**src/rtl/flush_redirect_ctrl_pkg.sv**
```systemverilog
// Shared state encodings, counter width and exception vector for flush_redirect_ctrl.
// FLUSH_MULTI_OUTSTANDING_EN selects 2-bit counters (3 fetches in flight); the default is 1 fetch.
package flush_redirect_ctrl_pkg;

`ifdef FLUSH_MULTI_OUTSTANDING_EN
  localparam int CNT_W = 2;
`else
  localparam int CNT_W = 1;
`endif

  typedef enum logic {
    ST_IDLE     = 1'b0,
    ST_REDIRECT = 1'b1
  } state_e;

  localparam logic [31:0] EXC_VECTOR = 32'hBFC00380;

endpackage

```
**src/rtl/flush_redirect_ctrl_discard_cnt.sv**
```systemverilog
// Tracks in-flight instruction fetches and how many of their responses are stale after a flush.
// discard_rdata is combinational with the response; counts update on the next edge; no backpressure.
module if_discard_cnt
  import flush_redirect_ctrl_pkg::*;
(
  input  logic clk,
  input  logic rst,
  input  logic fetch_acc,
  input  logic resp_vld,
  input  logic flush,
  output logic discard_rdata,
  output logic discard_pend
);

  localparam logic [CNT_W-1:0] CNT_MAX = '1;

  logic [CNT_W-1:0] outst_q, outst_d;
  logic [CNT_W-1:0] discard_q, discard_d;

  always_comb begin
    outst_d = outst_q;
    if (fetch_acc && !resp_vld && (outst_q != CNT_MAX)) begin
      outst_d = outst_q + 1'b1;
    end else if (resp_vld && !fetch_acc && (outst_q != '0)) begin
      outst_d = outst_q - 1'b1;
    end
  end

  // Loading the post-update count keeps a same-cycle response out of the discard budget.
  always_comb begin
    discard_d = discard_q;
    if (flush) begin
      discard_d = outst_d;
    end else if (resp_vld && (discard_q != '0)) begin
      discard_d = discard_q - 1'b1;
    end
  end

  assign discard_rdata = rst & resp_vld & (flush | (discard_q != '0));
  assign discard_pend  = (discard_q != '0);

  always_ff @(posedge clk or negedge rst) begin
    if (!rst) begin
      outst_q   <= '0;
      discard_q <= '0;
    end else begin
      outst_q   <= outst_d;
      discard_q <= discard_d;
    end
  end

endmodule

```
**src/rtl/flush_redirect_ctrl.sv**
```systemverilog
// Flush decode and redirect FSM; flushes are same-cycle, the redirect PC is offered from the next cycle.
// Redirect is held until IF asserts redirect_ready; FLUSH_MULTI_OUTSTANDING_EN widens fetch tracking.
module flush_redirect_ctrl
  import flush_redirect_ctrl_pkg::*;
(
  input  logic        clk,
  input  logic        rst,
  input  logic        flush_req,
  input  logic [31:0] flush_pc,
  input  logic        flush_by_i1,
  input  logic        flush_by_i2,
  input  logic        inst_req,
  input  logic        inst_addr_ok,
  input  logic        inst_data_ok,
  input  logic        redirect_ready,
  output logic        flush_if,
  output logic        flush_id,
  output logic        flush_ex,
  output logic        flush_mem_i2,
  output logic        redirect_valid,
  output logic [31:0] redirect_pc,
  output logic        discard_rdata,
  output logic        busy
);

  state_e      state_q, state_d;
  logic [31:0] redirect_pc_q, redirect_pc_d;
  logic        discard_pend;
  logic        slot1_cause;

  // Slot 1 is older, so it owns the flush even when slot 2 also reports one.
  assign slot1_cause = flush_by_i1 | (flush_by_i1 & flush_by_i2);

  if_discard_cnt u_discard_cnt (
    .clk           (clk),
    .rst           (rst),
    .fetch_acc     (inst_req & inst_addr_ok),
    .resp_vld      (inst_data_ok),
    .flush         (flush_req),
    .discard_rdata (discard_rdata),
    .discard_pend  (discard_pend)
  );

  always_ff @(posedge clk or negedge rst) begin
    if (!rst) begin
      state_q       <= ST_IDLE;
      redirect_pc_q <= '0;
    end else begin
      state_q       <= state_d;
      redirect_pc_q <= redirect_pc_d;
    end
  end

  // A flush arriving while a redirect is pending replaces it: newest target wins.
  always_comb begin
    state_d       = state_q;
    redirect_pc_d = flush_req ? flush_pc : redirect_pc_q;
    case (state_q)
      ST_IDLE: begin
        if (flush_req) state_d = ST_REDIRECT;
      end
      ST_REDIRECT: begin
        if (!flush_req && redirect_ready) state_d = ST_IDLE;
      end
      default: state_d = ST_IDLE;
    endcase
  end

  always_comb begin
    redirect_valid = (state_q == ST_REDIRECT);
    flush_if       = flush_req | redirect_valid;
    flush_id       = flush_req;
    flush_ex       = flush_req;
    flush_mem_i2   = flush_req & slot1_cause;
    busy           = redirect_valid | discard_pend;
  end

  assign redirect_pc = redirect_pc_q;

endmodule
```
**config.mk**
```make
export PLATFORM = sky130hd
export DESIGN_NAME = flush_redirect_ctrl
export DESIGN_NICKNAME = d
export VERILOG_FILES = /design/src/rtl/flush_redirect_ctrl_pkg.sv /design/src/rtl/flush_redirect_ctrl_discard_cnt.sv /design/src/rtl/flush_redirect_ctrl.sv
export SDC_FILE = /design/constraint.sdc
export NUM_CORES = 1
export LEC_CHECK = 0
export CAP_MARGIN = 20
export CORE_MARGIN = 2
export CORE_UTILIZATION = 35
export DETAILED_ROUTE_END_ITERATION = 7
export PLACE_DENSITY = 0.78
export SYNTH_ARGS = -nofsm -noshare
export SYNTH_HDL_FRONTEND = slang
export SYNTH_SLANG_ARGS = --single-unit
```
**constraint.sdc**
```tcl
create_clock -name clk -period 1.53 [get_ports clk]
set_clock_uncertainty 0.2 [all_clocks]
set_input_delay 0.306 -clock clk [delete_from_list [all_inputs] [get_ports clk]]
set_output_delay 0.306 -clock clk [all_outputs]
set_load 0.005 [all_outputs]
```
==> results of run 1 <==
## logic make-up after synthesis
family	Yosys count	synth area share
flip-flops	35	0.621
multiplexers	32	0.293
buffers and inverters	7	0.0408
AO/OA/AOI/OAI	5	0.0257
AND/OR/NAND/NOR	5	0.0195
## timing repair
item                                   4_1_cts  5_1_grt
endpoints found under the hold margin       35        0
setup endpoints to repair                   39        3
hold buffers                                 1        0
cloned                                       0        0
setup buffers                                5        0
pin swaps                                    3        0
gates resized for setup                     57        2
## how the worst min path moves through the flow
stage	start	end	slack [ps]	cells past startpoint
6_report	flush_req	redirect_valid	280	3
5_1_grt	flush_req	redirect_valid	300	3
4_1_cts	flush_req	redirect_valid	270	3
3_5_place_dp	rst	redirect_pc[20]	190	2
3_3_place_gp	rst	redirect_valid	170	2
2_1_floorplan	rst	redirect_pc[0]	-190	0
## metrics by stage
step	std cells	hold slack (ps)	TNS (ps)
floorplan	84	-190	0
global placement	215	171	-973
detailed placement	215	187	-1130
CTS	229	272	-97.1
global route	229	296	-139
finish	229	284	-18.8
## sequential cells by signal (all words and copies together), names as in the netlist
name	cells
u_discard_cnt.outst_q	1
u_discard_cnt.discard_pend	1
redirect_pc	32
redirect_valid	1
## worst min-delay path, stage by stage
cell,delay (ps)
buf_2,130
buf_4,190
a21o_1,100
## layout by cell type, fill, tap and decap left out
cell type,n
nor2_1,1
or2_4,2
buf_2,5
dlygate4sd2_1,35
buf_6,2
clkbuf_8,7
inv_1,1
dfrtp_1,35
o21ai_0,1
and2_1,1
clkdlybuf4s50_1,36
mux2_4,14
a22o_1,1
o211a_1,1
buf_4,13
dlygate4sd3_1,1
mux2_2,18
a21o_1,1
buf_12,1
clkbuf_1,1
a21oi_1,1
nand3_1,1
## routing by layer
metal  track usage  wire length (µm)  part of all wire
met1         0.166              1190              0.36
met2         0.282              1870              0.57
met3        0.0383               159             0.048
met4        0.0893                68             0.021
met5             0                 0                 0
## report_power, final
part | internal, mW | switching, mW
combinational | 0.317 | 0.140
sequential | 1.02 | 0.0453
clock | 0.411 | 0.301
total | 1.74 | 0.486
## cell type report
cell class,instances,area (µm²)
Clock buffer,8,100
Multi-Input combinational cell,42,482
Inverter,1,3.75
Fill cell,320,1580
Tap cell,50,62.6
Sequential cell,35,876
Timing Repair Buffer,93,842
==> impl_metrics.yaml, run 1 <==
routing:
  antenna_left: 0
  drc: 0
  viasPerCell: 4.52
  via_count: 1036
  firstDrtPassIters: 2
  routed_wl_um: 3290
  post_drt_wl_per_cell_um: 14.4
  drtIter0Drc: 30
clock_tree:
  clockRootBuffer: "clkbuf_8"
  clockBufferDepth: 2
  cts_buffers: 5
  htree_num_levels: 2
  cts_tree: "yes"
  path_clk_slew_ps: 70
  clkSinkCount: 35
  clk_latency_ps: 270
critical_path:
  end_kind: "primary output"
  cp_cell_sequence: "or2_4 -> buf_6"
  cp_max_fo: 3
  crit_end: "busy"
  crit_type: "reg -> out"
  r2r_slack_ps: 380
  cp.required_ps: 1020
  timing.critical_path.max_delay_family: "flip-flops"
  rr_startpoint: "u_discard_cnt.outst_q"
  critPathBufInv: 1
  r2r-end: "u_discard_cnt.discard_pend"
  cp.depth: 2
  startpoint: "redirect_valid"
  cp.arrival_ps: 1040
  rr_worst_depth: 3
  cpPeakStageDelay_ps: 400
  critPathSlowestCell: "dfrtp_1"
  start_kind: "flip-flop"
global_routing:
  grt_pass1_vias: 1108
  grt_overflow: 0
  grt_use_total: 0.157
  grt_pass1_wl_um: 5190
  antenna_found_initial: 0
  grt_max_degree: 36
sta:
  finalSetupViolations: 1
  finalHoldViolCount: 0
  max_freq_mhz: 646
  rsz0062_at_grt: "yes"
  tightest_slew_ps: 442
  fin_ws_ps: -18.8
  finalCritPeriodShare: 1.01
  slew_headroom: 0.706
  fin_crit_ps: 1550
  slew_violations: 0
synthesis:
  syn_area_mm2: 0.00141
  synth_top_area_cell: "dfrtp_1"
  synth-main-ff-cell: "dfrtp_1"
  netlist_top_cells_count: "35 x dfrtp_1, 18 x mux2_2, 14 x mux2_4"
  synth_edf_count: 0
  synth_cells: 84
  synth_seq_cells: 35
  ys_top_cells_by_area: "dfrtp_1 62%, mux2_4 15%, mux2_2 14%"
  syn_nets: 125
  yosysWarnings: 0
  synthArstFlopShare: 1.00
  synth_area_per_cell_um2: 16.8
  ys_seq_area_frac: 0.621
  synth_top_area_share: 0.621
  synth_most_common_cell: "dfrtp_1"
  synth.distinct_cells: 16
power:
  peakVddDrop_mv: 0.520
  p_per_area_mw_per_mm2: 943
  p_total_mw: 2.23
  p_leak_nw: 1.12
finish:
  fin_nets: 219
  final_cell_area_mm2: 0.00237
  area_delta_synth_final_pct: 67.8
  utilization: 0.600
  antennaDiodeCount: 0
  drive_above_1_share: 0.346
floorplanning:
  die_h_um: 67.5
  die_w_um: 67.5
  dieArea_mm2: 0.00455
  start_util: 0.358
  core_area_mm2: 0.00394
  std_cell_rows: 23
  io_pins: 80
worst_hold_path:
  min_path_type: "in -> reg"
place:
  dpl.hpwl_um: 2540
  finalWeightedCongestion: 0.756
  placed_area_mm2: 0.00227
  preCtsSetupSlack_ps: -410
  port_buffers: 78
outcome:
  status: "complete, but fails checks"
  violations: "setup timing"
job:
  maxCapViolations: 0
No activity file was read; power rests on OpenSTA's default activity.
==> inputs of run 2 (changes only) <==
- SKIP_LAST_GASP: unset -> 1
==> results of run 2 <==
The final DEF is identical to that of run 1; final timing and power are the same.
